### config.mk
export PLATFORM = sky130hd
export DESIGN_NAME = pc_sequencer
export DESIGN_NICKNAME = d
export VERILOG_FILES = /design/src/rtl/pc_sequencer.sv
export SDC_FILE = /design/constraint.sdc
export NUM_CORES = 1
export LEC_CHECK = 0
export ABC_AREA = 1
export BUFFER_PORTS_ARGS = -buffer_cell sky130_fd_sc_hd__buf_2
export CORE_AREA = 3 3 113 142
export DETAILED_ROUTE_END_ITERATION = 8
export DIE_AREA = 0 0 116 145
export GPL_TIMING_DRIVEN = 0
export PLACE_DENSITY = 0.53
export SYNTH_ARGS = -nofsm -noshare
export SYNTH_HDL_FRONTEND = slang
export SYNTH_SLANG_ARGS = --single-unit
### constraint.sdc
create_clock -name i_clk -period 3.22 [get_ports i_clk]
set_input_delay 0.322 -clock i_clk [delete_from_list [all_inputs] [get_ports i_clk]]
set_output_delay 0.322 -clock i_clk [all_outputs]
set_load 0.02 [all_outputs]
### src/rtl/pc_sequencer.sv
// pc_sequencer: fetch sequencer and next-PC controller for the unpipelined core.
// Each instruction makes one instruction-memory request and waits for its ack.
// Next PC is chosen from the exception, jump, branch or sequential source.
// Optional feature macro: PC_EXC_EN enables the exception redirect and o_epc.
module pc_sequencer #(
    parameter int              PC_W     = 32,
    parameter logic [PC_W-1:0] RESET_PC = PC_W'(32'h0000_0000),
    parameter logic [PC_W-1:0] EXC_VEC  = PC_W'(32'h0000_0020)
) (
    input  logic            i_clk,
    input  logic            i_rst_n,
    output logic            o_imem_req,
    input  logic            i_imem_ack,
    output logic [PC_W-1:0] o_pc,
    output logic            o_instr_valid,
    input  logic            i_stall,
    input  logic            i_branch_taken,
    input  logic [15:0]     i_branch_off,
    input  logic            i_jump,
    input  logic [25:0]     i_jump_tgt,
    input  logic            i_exc,
    output logic [PC_W-1:0] o_epc
);

    typedef enum logic [1:0] {
        IDLE  = 2'd0,
        FETCH = 2'd1,
        EXEC  = 2'd2
    } state_t;

    state_t          state_reg;
    logic [PC_W-1:0] pc_reg;
    logic            req_reg;
    logic            valid_reg;
    logic [PC_W-1:0] pc1;
    logic [PC_W-1:0] pc_next;
    logic            exc_take;

    assign pc1 = pc_reg + PC_W'(1);

`ifdef PC_EXC_EN
    logic [PC_W-1:0] epc_reg;
    assign exc_take = i_exc;
    assign o_epc    = epc_reg;
`else
    // Exception input and vector have no effect in this build.
    logic unused_exc;
    assign unused_exc = i_exc ^ (^EXC_VEC);
    assign exc_take   = 1'b0;
    assign o_epc      = '0;
`endif

    // Next-PC selection: exception over jump over branch over sequential.
    always_comb begin
        pc_next = pc1;
        if (i_branch_taken) begin
            pc_next = pc1 + {{(PC_W-16){i_branch_off[15]}}, i_branch_off};
        end
        if (i_jump) begin
            pc_next = {pc1[PC_W-1:26], i_jump_tgt};
        end
        if (exc_take) begin
            pc_next = EXC_VEC;
        end
    end

    // Fetch/execute state machine; all outputs are registered here.
    always_ff @(posedge i_clk) begin
        if (!i_rst_n) begin
            state_reg <= IDLE;
            pc_reg    <= RESET_PC;
            req_reg   <= 1'b0;
            valid_reg <= 1'b0;
`ifdef PC_EXC_EN
            epc_reg   <= '0;
`endif
        end else begin
            valid_reg <= 1'b0;
            case (state_reg)
                IDLE: begin
                    state_reg <= FETCH;
                    req_reg   <= 1'b1;
                end
                FETCH: begin
                    if (i_imem_ack) begin
                        req_reg   <= 1'b0;
                        valid_reg <= 1'b1;
                        state_reg <= EXEC;
                    end
                end
                EXEC: begin
                    // A stall freezes the PC and masks every redirect source.
                    if (!i_stall) begin
                        pc_reg    <= pc_next;
                        req_reg   <= 1'b1;
                        state_reg <= FETCH;
`ifdef PC_EXC_EN
                        if (exc_take) begin
                            epc_reg <= pc_reg;
                        end
`endif
                    end
                end
                default: begin
                    state_reg <= IDLE;
                    req_reg   <= 1'b0;
                end
            endcase
        end
    end

    assign o_pc          = pc_reg;
    assign o_imem_req    = req_reg;
    assign o_instr_valid = valid_reg;

endmodule
# ---- Word level (Yosys, flattened, before mapping)
# Cells that the tools add are included.
dict set report totals {
  register_bits 36
  in_bits 49
  output_inout_bits 66
  wordCells 24
}
dict set report op_classes {
  add_sub_neg 2
  n_eq_ne 4
  muxes 9
  n_bitwise 1
  n_reduce_logical 4
}
# op count
set op_table {}
lappend op_table {{32-bit two-way mux} 2}
lappend op_table {{32-bit by 1-bit adder with 32-bit output, second input constant} 1}
lappend op_table {{32-bit adder} 1}
lappend op_table {{2-bit case mux with 3 select lines} 1}
lappend op_table {{2-bit AND reduction} 3}
lappend op_table {{2-bit two-way mux} 2}
lappend op_table {{2-bit inequality test, second input constant} 2}
lappend op_table {{1-bit two-way mux} 3}
lappend op_table {{1-bit case mux with 3 select lines} 1}
lappend op_table {{2-bit by 1-bit equality test with 1-bit output, second input constant} 1}
lappend op_table {{2-bit equality test, second input constant} 1}
lappend op_table {{2-bit zero test} 1}
lappend op_table {{1-bit NOT} 1}

# ---- Longest topological paths before layout
# Gate-level depths: netlist (run 1).
dict set report logic_depth {
  depth_word 4
  mapped_depth 24
}

# ---- Worst setup path before layout (run 1)
# No wires, ideal clock.
dict set report synth_timing {
  path_kind {register to register}
  from {reg pc_reg[1], in the netlist o_pc[1]}
  to {reg pc_reg[21], in the netlist o_pc[21]}
  setup_time_ps 70
  t_arrival_ps 2671
  required_time_ps 3150
  slack_ps 479
  stages_incl_launch_ff 22
  n_path_buf 0
  path_cell_list {dfxtp_1 > ha_1 > nand3_1 > inv_2 > nand2_1 > inv_2 > nand2_1 > nor2_1 > nand2_1 > nand2_1 > inv_1 > ha_1 > nand2_1 > nor2_1 > inv_1 > nor2_1 > nand3_1 > nand3_1 > nand2_1 > nand3_1 > nand2_1 > a21oi_1}
}
dict set report synth_via {
  elab_chain_len 4
}
# element line_no
set synth_lines {}
lappend synth_lines {{start, declared} 32} ;# logic [PC_W-1:0] pc_reg;
lappend synth_lines {{start signal, assigned} 94} ;# pc_reg <= pc_next;
lappend synth_lines {{32-bit by 1-bit adder with 32-bit output *} 39} ;# assign pc1 = pc_reg + PC_W'(1);
lappend synth_lines {{32-bit adder} 57} ;# pc_next = pc1 + {{(PC_W-16){i_branch_off[15]}}, i_branch_off};
lappend synth_lines {{32-bit two-way mux *} 56} ;# if (i_branch_taken) begin
lappend synth_lines {{32-bit two-way mux *} 59} ;# if (i_jump) begin
# Mark *: on every way between the ends. The rest lies on a longest branch, timed or not.
# A chain may end at the register's enable or synchronous reset.

# ---- Final worst setup path (run 1)
dict set report layout_timing {
  from {reg pc_reg[13], in the netlist o_pc[13]}
  to {reg pc_reg[29], in the netlist o_pc[29]}
}
dict set report layout_via {
  elab_chain_len 4
}
# element line_no
set layout_lines {}
lappend layout_lines {{32-bit by 1-bit adder with 32-bit output *} 39}
lappend layout_lines {{32-bit adder} 57}
lappend layout_lines {{32-bit two-way mux} 56}
lappend layout_lines {{32-bit two-way mux *} 59}
# Marked as above.

==> impl_metrics.yaml, run 1 <==
outcome:
  status: "finished clean"
power:
  p_clk_frac: 0.342
  ir_drop_v: 0.000164
  switching_share: 0.369
  powerDensity_mw_per_mm2: 223
  share_comb_of_total_power: 0.327
  leakagePower_nw: 3.47
  pwr-share-seq: 0.331
  p_int_mw: 0.894
  p_switching_mw: 0.522
clocking:
  root_buffer: "clkbuf_16"
  clk_latency_ns: 0.29
  cts_made_buffers: 5
  clock_path_buffers: 2
  cts-hold-fix-buffers: 0
  cts.sinks: 35
  cts_tree: "built"
  clk_pin_slew_worst_paths_ns: 0.06
  h-tree-depth: 2
run:
  cap_violations: 0
place:
  pre_cts_slack_ns: -0.183
  dpl.hpwl_um: 16300
  place_congestion: 0.921
  port-buffer-count: 80
finish:
  regArea_um2: 724
  multi_input_area_mm2: 0.00400
  layout-drive-gt1-share: 0.197
  nFillCells: 1700
  final_util: 0.426
  largest_register_ff_count: 32
  nNetsFinal: 1143
  synthToLayoutAreaGrowth_pct: 22.7
  antenna_cells: 0
global_route:
  grt-ovfl-total: 0
  grt_antenna_before_repair: 0
  grt_start_max_net_pins: 24
  grt_pass1_wl_um: 28900
  grt_pass1_vias: 5614
  track_usage: 0.221
floorplan:
  num_rows: 50
  fp.dieW_um: 116
  pin_count: 115
  start_util: 0.347
  die_h_um: 145
  dieArea_mm2: 0.0168
  core_area_mm2: 0.0149
setup_path:
  cp.required_ns: 3.44
  cp-start-kind: "register"
  arrival_ns: 3.29
  endpoint_kind: "register"
  timing_worst_setup_path_type: "reg -> reg"
  path_max_fanout: 5
routing:
  drtPass1Iterations: 5
  drc: 0
  antenna_left: 0
  drt_iter0_markers: 313
  via_per_inst: 4.81
  wire_per_inst_um: 15.4
  via_count: 5949
  drt_wl_total_um: 19100
synth:
  synth_top_area_share: 0.208
  synth_top_family_by_area: "simple AND/OR/NAND/NOR gates"
  syn_area_per_cell_um2: 5.54
  yosys_register_bits: 35
  synthMuxAreaShare: 0
  synth_area_leader_cell: "nand2_1"
  syn_inst: 934
  synth_area_leaders: "nand2_1 21%, dfxtp_1 14%, inv_1 9.9%"
  synthXorXnorAreaFrac: 0.0373
  synth_compound_area_frac: 0.176
  yosysUniqueCellTypes: 39
  synth-adder-area-share: 0.0983
  syn_area_mm2: 0.00517
  yosys_warnings: 0
  yosysSeqAreaShare: 0.136
  synth-simple-area-share: 0.392
sta:
  relSlewSlack: 0.553
  setup_slack_ns: 0.151
  maxSlewViolCount: 0
  clock.fmax_ghz: 0.326
  fin_worst_skew_ns: 0.00288
  tightest_slew_ns: 0.668
  setup_viol: 0
  fin_crit_sh: 0.953
  holdWs_ns: 0.318
  fin_crit_ns: 3.07
  timing_hold_violations_final: 0
worst_hold_path:
  hold_class: "in -> reg"
-- path summary, 6_finish.rpt --
path	from	to	slack (ns)	cells past startpoint
max reg2reg	o_pc[13]$_SDFFE_PN0P_	o_pc[29]$_SDFFE_PN0P_	0.15	17
max	o_pc[13]$_SDFFE_PN0P_	o_pc[29]$_SDFFE_PN0P_	0.15	17
min	i_imem_ack	o_instr_valid$_SDFF_PN0_	0.32	3
min reg2reg	o_pc[30]$_SDFFE_PN0P_	o_pc[30]$_SDFFE_PN0P_	0.52	2
-- metrics by stage --
step / std cells / setup TNS (ns) / cell area [um^2] / power [mW]
finish: 1237 / 0 / 6340 / 1.42
floorplan: 965 / 0 / 5290 / 0.778
CTS: 1236 / -0.0638 / 6090 / 1.40
detailed placement: 1227 / -0.628 / 5910 / 0.918
global route: 1237 / -0.0160 / 6340 / 1.49
global placement: 1227 / -0.548 / 5910 / 0.918
-- area by class of cell --
class	count	area share
tap	182	0.0359
inverter	140	0.0832
timing repair buffer	82	0.0655
multi-input combinational	741	0.631
clock inverter	2	0.00197
buffer	49	0.0481
sequential	35	0.114
clock buffer	6	0.0203
-- power groups by stage --
stage          clock (mW)  combinational, mW  sequential [mW]
6_report            0.485              0.463            0.468
5_1_grt             0.502              0.514            0.471
4_1_cts             0.490              0.445            0.466
3_5_place_dp            0              0.443            0.475
3_3_place_gp            0              0.443            0.475
2_1_floorplan           0              0.293            0.485
-- logic make-up (layout without fill, tap and decap cells) --
logic type | after synthesis | after routing
AOI/OAI and AO/OA | 168 | 168
xor gates and xnor gates | 22 | 22
adders and majority gates | 40 | 40
and+or+nand+nor | 479 | 479
other | 1 | 32
buffers and inverters | 189 | 279
DFF | 35 | 35
-- per-layer routing --
layer | track usage | part of all wire | up-vias
li1 | - | - | 3166
met1 | 0.272 | 0.44 | 2612
met2 | 0.397 | 0.50 | 141
met3 | 0.0171 | 0.034 | 30
met4 | 0.0743 | 0.030 | 0
met5 | 0 | 0 | -
-- synth_stat cells, drive strengths merged --
| master | count |
|---|---|
| o21ai | 51 |
| and3 | 1 |
| nor2 | 90 |
| inv | 139 |
| o21bai | 11 |
| clkbuf | 16 |
| a221oi | 1 |
| clkinv | 1 |
| nand3b | 2 |
| or2 | 7 |
| conb | 1 |
| nand2 | 290 |
| nand3 | 60 |
| a21oi | 92 |
| nor3 | 18 |
| ha | 39 |
| o211ai | 3 |
| a21o | 4 |
| and2 | 3 |
| o22ai | 2 |
| dfxtp | 35 |
| fa | 1 |
| a31oi | 4 |
| xor2 | 17 |
| nand4 | 8 |
| xnor2 | 5 |
| buf | 33 |
-- layout by cell type (no fill, tap or decap), types with 4 or more instances in the layout --
cell       instances
a21o_1             4
a21oi_1           87
a21oi_2            5
a31oi_1            4
buf_2             81
buf_4             34
clkbuf_1          17
clkbuf_16          5
conb_1            32
dfxtp_1           18
dfxtp_2           16
ha_1              34
inv_1            136
nand2_1          282
nand2_2            7
nand3_1           56
nand4_1            8
nor2_1            65
nor2_2            15
nor2_4            10
nor3_1             8
nor3_2             8
o21ai_0           44
o21ai_1            7
o21bai_1          10
or2_2              5
xnor2_1            4
xor2_1            15
-- what timing repair did --
item | 4_1_cts | 5_1_grt
pin swaps | 1 | 4
resized for setup | 6 | 69
setup buffers | 1 | 1
setup endpoints to repair | 13 | 22
-- critical path, cell delays in order, from the launching register on --
cell      delay [ns]
dfxtp_2         0.43
nand2_1         0.14
nor2_1          0.18
nand3_1         0.21
nor3_4          0.23
nand2_1         0.09
and2_1          0.19
ha_1            0.35
nand2_1         0.09
nand2_1         0.06
o21bai_1        0.18
a21oi_1         0.24
nor2_1          0.11
nor2_1          0.13
nand2_1         0.06
nand2_1         0.06
nand3_1         0.10
a21oi_1         0.14
Note: power is estimated with default switching activity, not from simulation.
==> inputs of run 2 (changes only) <==
- ABC_AREA: 1 -> unset
- CORE_AREA: 3 3 113 142 -> 3 3 106 133
- DIE_AREA: 0 0 116 145 -> 0 0 109 136
- PLACE_DENSITY: 0.53 -> 0.54
==> run 2 against run 1 <==
Against the previous run:
- the flow now finishes with violations (setup timing)
- count of clock-buffer cells in the layout unchanged
- clock power up 33%
- sequential cell count unchanged
- wire length down 3.7%
- cell area up 7.2%
- sequential power down 4.3%
- final cell count down 22%
- register-to-register slack worse by 0.53 ns
- first-iteration DRC count down 17%
- combinational power up 4%
- synthesized cell count down 33%
==> impl_metrics.yaml, run 2 <==
routing:
  drt_wl_total_um: 18400
  via_count: 5414
  drtPass1Iterations: 5
  via_per_inst: 5.59
  drc: 0
  drt_iter0_markers: 260
  wire_per_inst_um: 19.0
  antenna_left: 0
sta:
  setup_viol: 13
  setup_slack_ns: -0.375
  fin_worst_skew_ns: 0.00688
  maxSlewViolCount: 0
  rsz0062_at_grt: "true"
  fin_crit_sh: 1.12
  fin_crit_ns: 3.59
  relSlewSlack: 0.470
  clock.fmax_ghz: 0.278
  timing_hold_violations_final: 0
  tightest_slew_ns: 0.796
power:
  p_clk_frac: 0.410
  p_int_mw: 1.08
  pwr-share-seq: 0.285
  leakagePower_nw: 3.07
  powerDensity_mw_per_mm2: 232
  share_comb_of_total_power: 0.306
  ir_drop_v: 0.000231
  switching_share: 0.317
  p_switching_mw: 0.499
setup_path:
  crit_path_frequent_cell: "buf_4"
  startpoint: "o_pc[21]$_SDFFE_PN0P_"
  path_max_fanout: 5
  cp.required_ns: 3.43
  endpoint_kind: "register"
  crit_chain: "nand4_1 -> buf_4 -> nor4_4 -> buf_4 -> nand2_4 -> xnor2_2 -> ha_1 -> clkbuf_8 -> nand4_1 -> or3_4 -> a211oi_4 -> buf_4 -> o21bai_1 -> nor3b_2 -> mux2i_1 -> mux2i_1"
  timing.rr.start: "o_pc[21]$_SDFFE_PN0P_"
  cp-start-kind: "register"
  arrival_ns: 3.81
  slowest_delay_ns: 0.53
  timing_worst_setup_path_type: "reg -> reg"
  slowest_stage: "dfxtp_1"
outcome:
  status: "finished with violations"
  failed_checks: "setup timing"
global_route:
  grt_antenna_before_repair: 0
  grt_pass1_vias: 5215
  grt-ovfl-total: 0
  track_usage: 0.235
  grt_pass1_wl_um: 27100
  grt_start_max_net_pins: 26
finish:
  multi_input_area_mm2: 0.00436
  final_common_cell: "buf_4"
  nNetsFinal: 889
  largest_register_ff_count: 32
  antenna_cells: 0
  layout-drive-gt1-share: 0.408
  finalNonFillerCells: 969
  synthToLayoutAreaGrowth_pct: 51.5
  final_util: 0.530
  final_cell_mix: "85 x buf_4, 80 x buf_2, 59 x nand2_1"
  regArea_um2: 743
  nFillCells: 1289
floorplan:
  fp.dieW_um: 109
  die_h_um: 136
  start_util: 0.350
  dieArea_mm2: 0.0148
  num_rows: 46
  pin_count: 115
  core_area_mm2: 0.0128
clocking:
  h-tree-depth: 2
  cts.sinks: 35
  cts_tree: "built"
  clk_latency_ns: 0.29
  clk_pin_slew_worst_paths_ns: 0.06
  clock_path_buffers: 2
  root_buffer: "clkbuf_16"
  cts_made_buffers: 5
synth:
  syn_area_per_cell_um2: 7.20
  synthTopCellsByCount: "64 x nand2_1, 60 x a21oi_1, 57 x nor2_1, 39 x ha_1, 35 x dfxtp_1"
  yosys_warnings: 0
  yosys_register_bits: 35
  syn_inst: 623
  synth_area_leader_cell: "dfxtp_1"
  synth_most_common_cell: "nand2_1"
  synth_area_leaders: "dfxtp_1 16%, ha_1 11%, a21oi_1 6.7%"
  yosysSeqAreaShare: 0.156
  yosysUniqueCellTypes: 65
  synth_edf_count: 0
  synthArstFlopShare: 0
  synth_flop_cell: "dfxtp_1"
  syn_area_mm2: 0.00449
  synth_top_area_share: 0.156
place:
  dpl.hpwl_um: 13500
  place_congestion: 0.922
  port-buffer-count: 80
  dpl.cell_count: 902
worst_hold_path:
  hold_class: "in -> reg"
  min-delay-start: "i_imem_ack"
run:
  cap_violations: 0
==> run 2: cell types whose count changed in the layout (fill, tap and decap cells not counted), moves of 25 or more <==
cell / delta
buf_4: +51
a21oi_1: -45
nand3_1: -36
nand2_1: -223
inv_1: -123
o21ai_0: -25
==> run 2: path summary, 6_finish.rpt <==
kind	endpoint	depth (start not counted)	slack, ns
max	o_pc[31]$_SDFFE_PN0P_	16	-0.37
min	o_instr_valid$_SDFF_PN0_	3	0.30
max reg2reg	o_pc[31]$_SDFFE_PN0P_	16	-0.37
min reg2reg	o_pc[31]$_SDFFE_PN0P_	2	0.47
==> run 2: stage by stage <==
step / hold slack, ns / setup WS, ns / area [um^2] / TNS, ns / total power [mW]
after floorplan: 0.473 / -0.224 / 4710 / -0.279 / 0.732
after global placement: 0.451 / -0.908 / 5320 / -9.49 / 0.845
after detailed placement: 0.466 / -0.863 / 5320 / -9.39 / 0.849
after CTS: 0.307 / -0.330 / 6380 / -2.03 / 1.53
after global routing: 0.325 / -0.586 / 6800 / -5.43 / 1.64
final: 0.303 / -0.375 / 6800 / -2.61 / 1.57
==> run 2: kinds of logic after synthesis <==
| kind of cell | synth area share |
|---|---|
| AOI/OAI and AO/OA | 0.271 |
| buffers and inverters | 0.0862 |
| other | 0.000836 |
| DFF | 0.156 |
| adders and majority gates | 0.113 |
| xor gates and xnor gates | 0.0917 |
| and+or+nand+nor | 0.254 |
| muxes | 0.0268 |
==> run 2: power by group through the flow <==
stage          logic (mW)  clock network, mW  registers, mW
2_1_floorplan       0.264                  0          0.468
3_3_place_gp        0.384                  0          0.461
3_5_place_dp        0.388                  0          0.461
4_1_cts             0.444              0.643          0.447
5_1_grt             0.518              0.669          0.449
6_report            0.481              0.645          0.448
==> run 2: metal layers <==
layer / global-route usage / up-vias / part of all wire
met3: 0.0361 / 51 / 0.066
met5: 0 / - / 0
met4: 0.0863 / 0 / 0.045
met2: 0.424 / 212 / 0.50
met1: 0.276 / 2570 / 0.38
li1: - / 2581 / -
==> run 2: critical path: cells and delay by family (launching register included) <==
kind / cells / cell delay (ns)
adders and majority gates: 1 / 0.29
muxes: 2 / 0.38
AOI/OAI and AO/OA: 2 / 0.33
DFF: 1 / 0.53
xor gates and xnor gates: 1 / 0.16
buffers and inverters: 4 / 0.68
and+or+nand+nor: 6 / 1.13
==> run 2: timing repair <==
action,4_1_cts,5_1_grt
resized for setup,104,66
hold buffers,0,0
buffers inserted,47,15
endpoints found under the setup margin,22,21
pin swaps,51,30
==> run 2: layout make-up <==
cell class                 count  share of cell area
inverter                      14             0.00773
clock inverter                 2             0.00883
tap                          168              0.0309
clock buffer                   6              0.0190
buffer                        53              0.0504
sequential                    35               0.109
timing repair buffer         142               0.133
multi-input combinational    549               0.641
==> inputs of run 3 (changes only) <==
- RECOVER_POWER: unset -> 25
==> run 3 against run 2 <==
Against the previous run:
- the flow still finishes with violations (setup timing)
- first-iteration DRC count is 3.5% lower
- cell area is 0.18% lower
- wire length is 0.17% lower
- non-clock buffer count stayed put
- highest routed layer unchanged
==> impl_metrics.yaml, run 3 (synthesized netlist as in run 2, its figures left out) <==
clocking:
  cts_tree: "built"
  root_buffer: "clkbuf_16"
  cts.sinks: 35
  h-tree-depth: 2
  clk_latency_ns: 0.28
  cts_made_buffers: 5
  cts-hold-fix-buffers: 0
  clk_pin_slew_worst_paths_ns: 0.06
  clock_path_buffers: 2
finish:
  nNetsFinal: 889
  layout-drive-gt1-share: 0.396
  synthToLayoutAreaGrowth_pct: 51.3
  final_common_cell: "buf_4"
  final_cell_mix: "85 x buf_4, 70 x buf_2, 59 x nand2_1"
  multi_input_area_mm2: 0.00436
  regArea_um2: 743
  largest_register_ff_count: 32
  nFillCells: 1293
  antenna_cells: 0
routing:
  drt_iter0_markers: 251
  via_per_inst: 5.53
  drc: 0
  drt_wl_total_um: 18300
  wire_per_inst_um: 18.9
  via_count: 5360
  drtPass1Iterations: 5
  antenna_left: 0
sta:
  holdWs_ns: 0.308
  setup_slack_ns: -0.396
  fin_crit_ns: 3.62
  tightest_slew_ns: 0.792
  fin_worst_skew_ns: 0.00566
  fin_crit_sh: 1.12
  maxSlewViolCount: 0
  clock.fmax_ghz: 0.277
  timing_hold_violations_final: 0
  rsz0062_at_grt: "true"
  setup_viol: 13
  relSlewSlack: 0.470
setup_path:
  timing.rr.start: "o_pc[21]$_SDFFE_PN0P_"
  cp-start-kind: "register"
  arrival_ns: 3.83
  timing_worst_setup_path_type: "reg -> reg"
  path_max_fanout: 5
  startpoint: "o_pc[21]$_SDFFE_PN0P_"
  cp.required_ns: 3.43
  endpoint_kind: "register"
floorplan:
  dieArea_mm2: 0.0148
  die_h_um: 136
  core_area_mm2: 0.0128
  pin_count: 115
  fp.dieW_um: 109
  num_rows: 46
  start_util: 0.350
global_route:
  grt_pass1_vias: 5215
  track_usage: 0.235
  grt-ovfl-total: 0
  grt_start_max_net_pins: 26
  grt_pass1_wl_um: 27100
  grt_antenna_before_repair: 0
run:
  cap_violations: 0
power:
  ir_drop_v: 0.000231
  leakagePower_nw: 3.03
  powerDensity_mw_per_mm2: 232
place:
  dpl.hpwl_um: 13500
  port-buffer-count: 80
  pre_cts_slack_ns: -0.863
  place_congestion: 0.922
outcome:
  status: "finished with violations"
  failed_checks: "setup timing"
worst_hold_path:
  hold_class: "in -> reg"
  min-delay-start: "i_imem_ack"
[run 3: stage by stage]
stage          instances  instance area, um^2  power (mW)  setup TNS (ns)  utilization
6_report             969                 6790        1.57           -2.62        0.529
5_1_grt              969                 6790        1.64           -5.43        0.529
3_3_place_gp         902                 5320       0.845           -9.49        0.415
3_5_place_dp         902                 5320       0.849           -9.39        0.415
2_1_floorplan        654                 4710       0.732          -0.279            -
4_1_cts              954                 6380        1.53           -2.03        0.497
[run 3: what timing repair did]
action                                 4_1_cts  5_1_grt
resized for setup                          104       66
pin swaps                                   51       30
setup endpoints to repair                   22       21
endpoints found under the hold margin        0        0
buffers inserted                            47       15
[run 3: worst paths after layout]
check                                           endpoint  slack [ns]  cells past startpoint
worst max register to register     o_pc[31]$_SDFFE_PN0P_       -0.40                     16
worst max-delay path               o_pc[31]$_SDFFE_PN0P_       -0.40                     16
worst min register to register     o_pc[31]$_SDFFE_PN0P_        0.47                      2
worst min-delay path            o_instr_valid$_SDFF_PN0_        0.31                      3
[run 3: critical path, stage by stage, from the launching register on]
cell	delay, ns
dfxtp_1	0.54
nand4_1	0.13
buf_4	0.18
nor4_4	0.25
buf_4	0.19
nand2_4	0.06
xnor2_2	0.16
ha_1	0.30
clkbuf_8	0.13
nand4_1	0.14
or3_4	0.39
a211oi_4	0.28
buf_4	0.17
o21bai_1	0.05
nor3b_2	0.16
mux2i_1	0.20
mux2i_1	0.19
[run 3: routing by layer]
metal / part of all wire / up-vias / GRT usage
li1: - / 2580 / -
met1: 0.39 / 2519 / 0.276
met2: 0.50 / 205 / 0.424
met3: 0.062 / 56 / 0.0361
met4: 0.048 / 0 / 0.0863
met5: 0 / - / 0
[run 3: power breakdown]
group	internal (mW)	switching [mW]	total [mW]	leakage [nW]
registers	0.435	0.0129	0.448	0.293
clock network	0.444	0.200	0.645	0.0911
logic	0.195	0.284	0.480	2.65
[run 3: area by class of cell]
class	instances	share of cell area
Multi-Input combinational cell	549	0.642
Timing Repair Buffer	142	0.131
Clock inverter	2	0.00885
Tap cell	168	0.0310
Buffer	53	0.0505
Inverter	14	0.00774
Sequential cell	35	0.110
Clock buffer	6	0.0190
